$ cat config.mk
export PLATFORM = sky130hd
export DESIGN_NAME = via_packetizer
export DESIGN_NICKNAME = d
export VERILOG_FILES = /design/src/rtl/lynx_noc_pkg.sv /design/src/rtl/vc_credit_counter.sv /design/src/rtl/via_packetizer.sv
export SDC_FILE = /design/constraint.sdc
export NUM_CORES = 1
export LEC_CHECK = 0
export CAP_MARGIN = 10
export CORE_ASPECT_RATIO = 0.7
export CORE_UTILIZATION = 30
export DETAILED_ROUTE_END_ITERATION = 16
export PLACE_DENSITY = 0.49
export SLEW_MARGIN = 10
export SYNTH_ARGS = -nofsm -noshare
export SYNTH_HDL_FRONTEND = slang
export SYNTH_HIERARCHICAL = 1
export SYNTH_SLANG_ARGS = --single-unit
$ cat constraint.sdc
create_clock -name clk -period 7 [get_ports clk]
set_input_delay 1.75 -clock clk [delete_from_list [all_inputs] [get_ports clk]]
set_output_delay 1.75 -clock clk [all_outputs]
set_load 0.005 [all_outputs]
$ cat src/rtl/lynx_noc_pkg.sv
// lynx_noc_pkg: shared flit layout, sizing helper and flit struct
// for the NoC injection path.
package lynx_noc_pkg;

    localparam int N_DEF           = 16;
    localparam int NUM_VC_DEF      = 2;
    localparam int N_ADDR_W_DEF    = $clog2(N_DEF);
    localparam int VC_ADDR_W_DEF   = $clog2(NUM_VC_DEF);
    localparam int FLIT_DATA_W_DEF = 16;

    localparam int PAYLOAD_LSB = 0;
    localparam int VC_LSB      = PAYLOAD_LSB + FLIT_DATA_W_DEF;
    localparam int DEST_LSB    = VC_LSB + VC_ADDR_W_DEF;
    localparam int TAIL_BIT    = DEST_LSB + N_ADDR_W_DEF;
    localparam int HEAD_BIT    = TAIL_BIT + 1;
    localparam int VALID_BIT   = HEAD_BIT + 1;
    localparam int FLIT_W_DEF  = VALID_BIT + 1;

    typedef struct packed {
        logic                       valid;
        logic                       head;
        logic                       tail;
        logic [N_ADDR_W_DEF-1:0]    dest;
        logic [VC_ADDR_W_DEF-1:0]   vc;
        logic [FLIT_DATA_W_DEF-1:0] payload;
    } flit_t;

    function automatic int num_flits(input int data_w, input int flit_w);
        return (data_w + flit_w - 1) / flit_w;
    endfunction

endpackage

$ cat src/rtl/vc_credit_counter.sv
// vc_credit_counter: credits available in one router input VC buffer.
// overflow flags a return that would exceed the buffer depth.
module vc_credit_counter #(
    parameter int  BUFFER_DEPTH = 4,
    localparam int CW           = $clog2(BUFFER_DEPTH + 1)
) (
    input  logic clk,
    input  logic rst,
    input  logic inc,
    input  logic dec,
    output logic has_credit,
    output logic overflow
);

    logic [CW-1:0] cnt_q, cnt_d;
    logic          full;

    assign full       = (cnt_q == CW'(BUFFER_DEPTH));
    assign has_credit = (cnt_q != '0);
    assign overflow   = inc && !dec && full;

    // A return and a send in the same cycle cancel out.
    always_comb begin
        cnt_d = cnt_q;
        if (inc && !dec && !full) begin
            cnt_d = cnt_q + 1'b1;
        end else if (dec && !inc && has_credit) begin
            cnt_d = cnt_q - 1'b1;
        end
    end

    always_ff @(posedge clk or negedge rst) begin
        if (!rst) begin
            cnt_q <= CW'(BUFFER_DEPTH);
        end else begin
            cnt_q <= cnt_d;
        end
    end

endmodule

$ cat src/rtl/via_packetizer.sv
// via_packetizer: splits one accepted message into head/body/tail flits
// for a router injection port under per-VC credit flow control.
module via_packetizer
    import lynx_noc_pkg::*;
#(
    parameter int  N               = 16,
    parameter int  NUM_VC          = 2,
    parameter int  N_ADDR_WIDTH    = $clog2(N),
    parameter int  VC_ADDR_WIDTH   = $clog2(NUM_VC),
    parameter int  DATA_WIDTH      = 32,
    parameter int  FLIT_DATA_WIDTH = 16,
    parameter int  BUFFER_DEPTH    = 4,
    localparam int NUM_FLITS       = num_flits(DATA_WIDTH, FLIT_DATA_WIDTH),
    localparam int FLIT_WIDTH      = 3 + N_ADDR_WIDTH + VC_ADDR_WIDTH + FLIT_DATA_WIDTH
) (
    input  logic                     clk,
    input  logic                     rst,
    input  logic [DATA_WIDTH-1:0]    data_in,
    input  logic [N_ADDR_WIDTH-1:0]  dest_in,
    input  logic [VC_ADDR_WIDTH-1:0] vc_in,
    input  logic                     valid_in,
    output logic                     ready_out,
    output logic [FLIT_WIDTH-1:0]    flit_out,
    input  logic [NUM_VC-1:0]        credit_in,
    output logic [31:0]              sent_count,
    output logic                     credit_err
);

    localparam int PAD_W = NUM_FLITS * FLIT_DATA_WIDTH;
    localparam int IDX_W = (NUM_FLITS > 1) ? $clog2(NUM_FLITS) : 1;
    localparam logic [IDX_W-1:0] LAST = IDX_W'(NUM_FLITS - 1);

    typedef enum logic {IDLE, SEND} state_e;

    state_e                   state_q, state_d;
    logic [PAD_W-1:0]         data_q, data_d;
    logic [N_ADDR_WIDTH-1:0]  dest_q, dest_d;
    logic [VC_ADDR_WIDTH-1:0] vc_q, vc_d;
    logic [IDX_W-1:0]         idx_q, idx_d;
    logic [FLIT_WIDTH-1:0]    flit_q, flit_d;
    logic [31:0]              sent_q, sent_d;
    logic                     err_q, err_d;

    logic [NUM_VC-1:0] has_credit;
    logic [NUM_VC-1:0] overflow;
    logic              emit;

    assign emit = (state_q == SEND) && has_credit[vc_q];

    for (genvar v = 0; v < NUM_VC; v++) begin : g_vc
        vc_credit_counter #(
            .BUFFER_DEPTH(BUFFER_DEPTH)
        ) u_cnt (
            .clk       (clk),
            .rst       (rst),
            .inc       (credit_in[v]),
            .dec       (emit && (vc_q == VC_ADDR_WIDTH'(v))),
            .has_credit(has_credit[v]),
            .overflow  (overflow[v])
        );
    end

    // Held low while reset is asserted so no message is taken mid-reset.
    assign ready_out  = rst && (state_q == IDLE);
    assign flit_out   = flit_q;
    assign sent_count = sent_q;
    assign credit_err = err_q;

    always_comb begin
        state_d = state_q;
        data_d  = data_q;
        dest_d  = dest_q;
        vc_d    = vc_q;
        idx_d   = idx_q;
        sent_d  = sent_q;
        flit_d  = '0;
        err_d   = err_q | (|overflow);
        unique case (state_q)
            IDLE: begin
                if (valid_in) begin
                    // Left-justify so a short last flit is zero-padded low.
                    data_d  = PAD_W'(data_in) << (PAD_W - DATA_WIDTH);
                    dest_d  = dest_in;
                    vc_d    = vc_in;
                    idx_d   = '0;
                    state_d = SEND;
                end
            end
            SEND: begin
                if (emit) begin
                    flit_d = {1'b1, idx_q == '0, idx_q == LAST,
                              dest_q, vc_q,
                              data_q[PAD_W-1 -: FLIT_DATA_WIDTH]};
                    data_d = data_q << FLIT_DATA_WIDTH;
                    idx_d  = idx_q + 1'b1;
                    if (idx_q == LAST) begin
                        sent_d  = sent_q + 32'd1;
                        state_d = IDLE;
                    end
                end
            end
            default: state_d = IDLE;
        endcase
    end

    always_ff @(posedge clk or negedge rst) begin
        if (!rst) begin
            state_q <= IDLE;
            data_q  <= '0;
            dest_q  <= '0;
            vc_q    <= '0;
            idx_q   <= '0;
            flit_q  <= '0;
            sent_q  <= '0;
            err_q   <= 1'b0;
        end else begin
            state_q <= state_d;
            data_q  <= data_d;
            dest_q  <= dest_d;
            vc_q    <= vc_d;
            idx_q   <= idx_d;
            flit_q  <= flit_d;
            sent_q  <= sent_d;
            err_q   <= err_d;
        end
    end

    always @(posedge clk) begin
        if (rst && valid_in && ready_out) begin
            assert (32'(vc_in) < NUM_VC);
        end
    end

endmodule
# Word-level counts from Yosys, hierarchy flattened
# Index checks and enable logic that the tools add are counted.
# Widths: inputs -> output; s select.
[classes] add_sub_neg=6 mul=0 div_mod_pow=0 order_cmp=1 eq_ne=4 shifts=0 mux=18 bitwise_logic=4 n_reduce_logical=28
[ops] operator="$mux 32" n=2
[ops] operator="$pmux 32 s2" n=1
[ops] operator="$mux 24" n=2
[ops] operator="$add 32x1->32 const B" n=1
[ops] operator="$logic_and 1x1->1" n=14
[ops] operator="$mux 3" n=4
[ops] operator="$mux 1" n=7
[ops] operator="$add 3x1->3 const B" n=2
[ops] operator="$eq 3x3->1 const B" n=2
[ops] operator="$logic_not 1->1" n=6
[ops] operator="$reduce_bool 3->1" n=2
[ops] operator="$sub 3x1->3 const B" n=2
[ops] operator="$pmux 1 s2" n=2
[ops] operator="$reduce_and 2->1" n=2
[ops] operator="$reduce_bool 2->1" n=2
[ops] operator="$not 1->1" n=3
[ops] operator="$reduce_and 3->1" n=1
[ops] operator="$lt 1x2->1 const B" n=1
[ops] operator="$ne 2x1->1 const B" n=1
[ops] operator="$ne 2x2->1 const B" n=1
[ops] operator="$reduce_or 2->1" n=1
[ops] operator="$add 1x1->1 const B" n=1
[ops] operator="$or 1x1->1" n=1
[word_totals] regBits=102 latch_bits=0 ramBits=0 rom_bits=0 input_bits=42 out_inout_bits=58 wordCells=71 mem_count=0

# Depth between registers and ports, before layout
# Gate-level depths: netlist of the first run.
[logic_depth] ltp_word=10 ltp_mapped=10 depth_no_buf=10

# By module
# Netlist of the first run, hierarchy kept.
[by_module_without_submodules] mod="via_packetizer" instances=1 cells_each=365 area_per_inst_um2=4075.2 seq_area_each_um2=2402.3
[by_module_without_submodules] mod="vc_credit_counter" instances=2 cells_each=23 area_per_inst_um2=225.2 seq_area_each_um2=76.3

# Worst setup path after synthesis of the first run
# No wires, ideal clock.
[synth_path] kind="input to output" start="in rst" end="out ready_out" arrival_time_ns=1.881 t_required_ns=5.250 setup_slack_ns=3.369 path_stages=1 n_path_buf=0 cell_sequence="nor2b_1"
[synth_between] elab_chain_len=1
[synth_rtl] item="start, declared" line_no="via_packetizer.sv:17" rtl="input logic rst,"
[synth_rtl] item="$logic_and 1x1->1" line_no="via_packetizer.sv:64" rtl="assign ready_out = rst && (state_q == IDLE);"
[synth_rtl] item="end, declared" line_no="via_packetizer.sv:22" rtl="output logic ready_out,"
# Every way passes these cells.

# Final worst setup path of the first run
# Ends and elaborated chain as after synthesis.

==> impl_metrics.toml, run 1 <==
[detailed_routing]
wire_per_inst_um = 14.96
dr.first_iter.drc_count = 116
wl_um = 10550
drc_errors = 0
final_antenna_net_count = 0
drt-pass1-iter-count = 4
via_per_inst = 4.552
dr_total_vias = 3209

[floorplanning]
die_width_um = 148.8
die_y_um = 104.8
ioPinCount = 100
core_um2 = 14720
die-area_um2 = 15590
rows = 37
start_util = 0.3074

[worst_hold_path]
hold-path-endpoint = "data_q[25]"
hp-class = "flop to flop"
hp-start = "data_q[25]"
holdPathStages = 2

[clocking]
cts_made_buffers = 9
root_buffer = "clkbuf_16"
numClockSinks = 102
cts_buffer_depth = 2
cts_max_level = 3
clkTransAtPathRegs_ps = 70
cts_tree = "built"
cts_resized = 0
hold_buffers = 0
clk_latency_ps = 350
post-cts-setup-buffers = 0

[placed_design]
gp_congestion = 0.7427
dpl.hpwl_um = 7099
dp_slack_ps = 2545
portBuffers = 99

[global_route]
grt_pass1_wl_um = 17400
grt-ovfl-total = 0
grt_max_degree = 59
antenna_found_initial = 0
grt_pass1_vias = 3330
track_usage = 0.1439

[pwr]
clkPwrFrac = 0.225
comb_power_share = 0.348
p_seq_frac = 0.426
leakagePower_nw = 2.718
power.internal_mw = 1.364
peakVddDrop_uv = 179.4
finalPower_mw = 2.095
p_per_area_nw_per_um2 = 351.4
power.switching_mw = 0.7311
swShare = 0.3489

[logic_synthesis]
ys_types = 39
synth_edf_count = 0
synth_area_leaders = "dfrtp_1 55%, nand2_1 6.5%, xor2_1 4.5%"
synthCells = 411
yosysTopAreaCellShare = 0.5529
yosys-top-cells-count = "100 x dfrtp_1, 78 x nand2_1, 33 x o21ai_0"
syn-cell-area_um2 = 4526
ys_ff_latch = 102
syn-mean-instance-area_um2 = 11.01
synth-async-reset-ratio = 1.000
yosysMostFrequentCell = "dfrtp_1"
ys_dominant_reg_cell = "dfrtp_1"
synth_nets = 456
yosys_warnings = 6
ys_seq_area_frac = 0.5646
synth_largest_area_cell = "dfrtp_1"

[setup_path]
cp_max_fo = 2
worst_r2r_path_depth = 9
r2r-end = "g_vc[0].u_cnt/cnt_q[2]"
cpMaxStageDelayCell = "clkdlybuf4s50_1"
worstPathCellList = "buf_4 -> nor2b_1 -> clkdlybuf4s50_1"
cp-end-kind = "primary output"
worstSetupPathType = "input port to primary output"
cp.required_ps = 5250
cp.arrival_ps = 2720
worstSetupStartpointType = "input port"
r2r-start = "g_vc[1].u_cnt/cnt_q[0]"
ff2ff_setup_slack_ps = 4030
max_stage_delay_ps = 570

[finish]
layout.nets = 550
regArea_um2 = 2556
n_antenna_cell = 0
drive_above_1_share = 0.08824
layout-area-overhead-vs-synth_pct = 31.77
fill_cells = 1449
multi_input_area_um2 = 1832

[sta]
tightest_slew_ps = 1099
setup_slack_ps = 2531
grt_setup_unrepaired = "false"
max_freq_ghz = 0.2238
setup_viol = 0
period_needed_ps = 4469
whs_ps = 471.5
fin_skew_ps = 10.66
hold_viol_final = 0
drv_slew = 0
relSlewSlack = 0.2655
fin_crit_sh = 0.6384
tns_ps = 0

[flow_run]
cap_violations = 0

[status]
status = "completed"
metrics by stage:
stage | instances | area, um2 | util
5_1_grt | 705 | 5963 | 0.4051
2_1_floorplan | 411 | 4526 | -
3_3_place_gp | 689 | 5688 | 0.3864
6_report | 705 | 5963 | 0.4051
4_1_cts | 705 | 5963 | 0.4051
3_5_place_dp | 689 | 5688 | 0.3864
critical path, delay by kind of cell:
kind	cells	cell delay [ps]
buf+inv	2	680
simple gates	1	290
layout by cell type, fill, tap and decap left out, types with 3 or more instances in the layout:
cell	instances
clkbuf_16	9
o21a_1	3
and4_1	5
xnor2_1	12
nor3_1	11
buf_4	6
nor2_1	10
nand3_1	11
and3_1	27
mux2i_1	20
inv_1	8
or3_1	5
nand2b_1	3
clkdlybuf4s50_1	98
nand4_1	3
o21ai_0	33
nand2_1	78
xor2_1	23
nor2b_1	3
dfrtp_1	99
nor4_2	7
registers in the layout, indices dropped and copies added, names as in the netlist:
register,flops
g_vc.u_cnt/cnt_q,6
idx_q,1
state_q,1
credit_err,1
sent_count,32
flit_out,24
data_q,32
vc_q,1
dest_q,4
power groups by stage:
stage               logic [mW]  clock network, mW  registers (mW)
global route             0.822              0.513           0.921
global placement         0.730                  0           0.900
detailed placement       0.741                  0           0.905
floorplan                0.455                  0           0.876
finish                   0.730              0.472           0.893
CTS                      0.743              0.488           0.895
kinds of logic after synthesis:
kind of cell | synth area share
simple gates | 0.2170
flops | 0.5646
compound gates | 0.05778
xor+xnor | 0.06773
buf+inv | 0.03124
mux | 0.05004
fa+ha+maj | 0.01161
metal layers:
layer | wire length, um | GRT usage
met1 | 5276 | 0.2044
met2 | 4683 | 0.2170
met3 | 466 | 0.03450
met4 | 118 | 0.04009
met5 | 0 | 0
area by class of cell:
| cell class | count | share of cell area |
|---|---|---|
| flip-flops and latches | 102 | 0.4287 |
| multi-input cells | 280 | 0.3072 |
| repair buffers | 104 | 0.1721 |
| well taps | 195 | 0.04091 |
| clock buffers | 10 | 0.03840 |
| clock inverters | 6 | 0.007763 |
| inverters | 8 | 0.005036 |
how the worst max path moves through the flow:
stage | from | endpoint | slack, ps | cells past startpoint
5_1_grt | rst | ready_out | 2520 | 3
4_1_cts | rst | ready_out | 2530 | 3
2_1_floorplan | rst | ready_out | 3370 | 1
3_5_place_dp | rst | ready_out | 2550 | 3
6_report | rst | ready_out | 2530 | 3
3_3_place_gp | rst | ready_out | 2530 | 3
(Power assumes the default switching activity.)
==> inputs of run 2 (changes only) <==
Clock period 7 ns to 4.2 ns, I/O delays scaled along.
==> run 2 against run 1 <==
Worst setup slack lost 1400 ps. Wire length shrank 1.8%. Clock skew fell by 1.2 ps. Clock-buffer cell count down 1. Clock power is 57% higher. Largest cell class unchanged.
==> impl_metrics.toml, run 2 (synthesis gave the netlist of run 1 again) <==
[sta]
whs_ps = 469.6
fin_crit_sh = 0.7210
setup_slack_ps = 1172
max_freq_ghz = 0.3302
hold_viol_final = 0
relSlewSlack = 0.2971
drv_slew = 0
tns_ps = 0
setup_viol = 0
period_needed_ps = 3028
grt_setup_unrepaired = "false"
fin_skew_ps = 9.453
tightest_slew_ps = 1051

[global_route]
grt_pass1_vias = 3283
antenna_found_initial = 0
track_usage = 0.1412
grt_max_degree = 63
grt-ovfl-total = 0
grt_pass1_wl_um = 17110

[floorplanning]
ioPinCount = 100
die_width_um = 148.8
core_um2 = 14720
die-area_um2 = 15590
start_util = 0.3074
die_y_um = 104.8
rows = 37

[finish]
n_antenna_cell = 0
mostFrequentLayoutCell = "dfrtp_1"
layout-area-overhead-vs-synth_pct = 31.30
drive_above_1_share = 0.08661
most-common-layout-cells = "99 x dfrtp_1, 98 x clkdlybuf4s50_1, 78 x nand2_1, 33 x o21ai_0, 27 x and3_1"
fin_cells = 703
layout.nets = 550

[pwr]
peakVddDrop_uv = 257.8
leakagePower_nw = 2.719
p_per_area_nw_per_um2 = 579.8
finalPower_mw = 3.445

[detailed_routing]
drc_errors = 0
via_per_inst = 4.586
wire_per_inst_um = 14.72
final_antenna_net_count = 0
wl_met1_um = 5151
wl_um = 10350
dr_total_vias = 3224
drt-pass1-iter-count = 4
wl_met3_um = 415
dr.first_iter.drc_count = 167
top_layer_used = "met4"
wl_met2_um = 4704

[setup_path]
r2r-end = "g_vc[0].u_cnt/cnt_q[2]"
cp_max_fo = 2
cp-end-kind = "primary output"
max_stage_delay_ps = 550
critPathLaunch = "rst"
worstPathCellList = "buf_4 -> nor2b_1 -> clkdlybuf4s50_1"
ff2ff_setup_slack_ps = 1330
worst_r2r_path_depth = 9
cp.arrival_ps = 1980
r2r-start = "g_vc[1].u_cnt/cnt_q[0]"
worstSetupPathType = "input port to primary output"
cpMaxStageDelayCell = "clkdlybuf4s50_1"
cp.required_ps = 3150
worstSetupStartpointType = "input port"

[worst_hold_path]
hp-class = "flop to flop"
hp-start = "credit_err"
hold-path-endpoint = "credit_err"
holdPathStages = 1

[status]
status = "completed"

[clocking]
hold_buffers = 0
cts_tree = "built"
cts_resized = 0
cts_made_buffers = 9
post-cts-setup-buffers = 0
cts_max_level = 3
clkTransAtPathRegs_ps = 60
cts_buffer_depth = 2
numClockSinks = 102
clk_latency_ps = 340
root_buffer = "clkbuf_16"

[placed_design]
dp_slack_ps = 1199
dpl.hpwl_um = 7144
portBuffers = 99
gp_congestion = 0.7569
dp.cells = 689

[flow_run]
cap_violations = 0
==> run 2: cell count changes in the layout (fill, tap and decap cells not counted) <==
cell and change:
clkinv_2 +3, clkinvlp_4 -2, inv_6 -2, clkbuf_1 -1
==> run 2: cell type report <==
type                    instances  area [um2]
flip-flops and latches        102        2556
inverters                       8       30.03
well taps                     195       244.0
fillers                      1461        8780
clock inverters                 5       28.78
repair buffers                104        1026
multi-input cells             280        1832
clock buffers                   9       225.2
==> run 2: critical path, delay by kind of cell <==
family,cells,cell delay [ps]
and+or+nand+nor,1,250
buffers and inverters,2,670
==> run 2: worst max path at each step <==
stage | to | slack, ps | cells past startpoint
after global routing | g_vc[0].u_cnt/cnt_q[2] | 1130 | 9
after detailed placement | g_vc[1].u_cnt/cnt_q[2] | 1200 | 6
after floorplan | g_vc[0].u_cnt/cnt_q[2] | 1640 | 9
final | ready_out | 1170 | 3
after global placement | ready_out | 1170 | 3
after CTS | ready_out | 1180 | 3
==> run 2: report_power, final <==
part,internal [mW],switching [mW],leakage (nW),total [mW]
sequential,1.28,0.197,1.34,1.48
combinational,0.584,0.639,1.25,1.22
clock,0.392,0.348,0.131,0.740
==> run 2: metrics by stage <==
| step | cell area [um2] | utilization |
|---|---|---|
| after floorplan | 4526 | - |
| after detailed placement | 5688 | 0.3864 |
| after global placement | 5688 | 0.3864 |
| after CTS | 5942 | 0.4036 |
| after global routing | 5942 | 0.4036 |
| final | 5942 | 0.4036 |
==> run 2: per-layer routing <==
metal	vias to the layer above	track usage
met5	-	0
met3	7	0.03450
li1	1580	-
met4	0	0.03353
met2	65	0.2166
met1	1572	0.1993
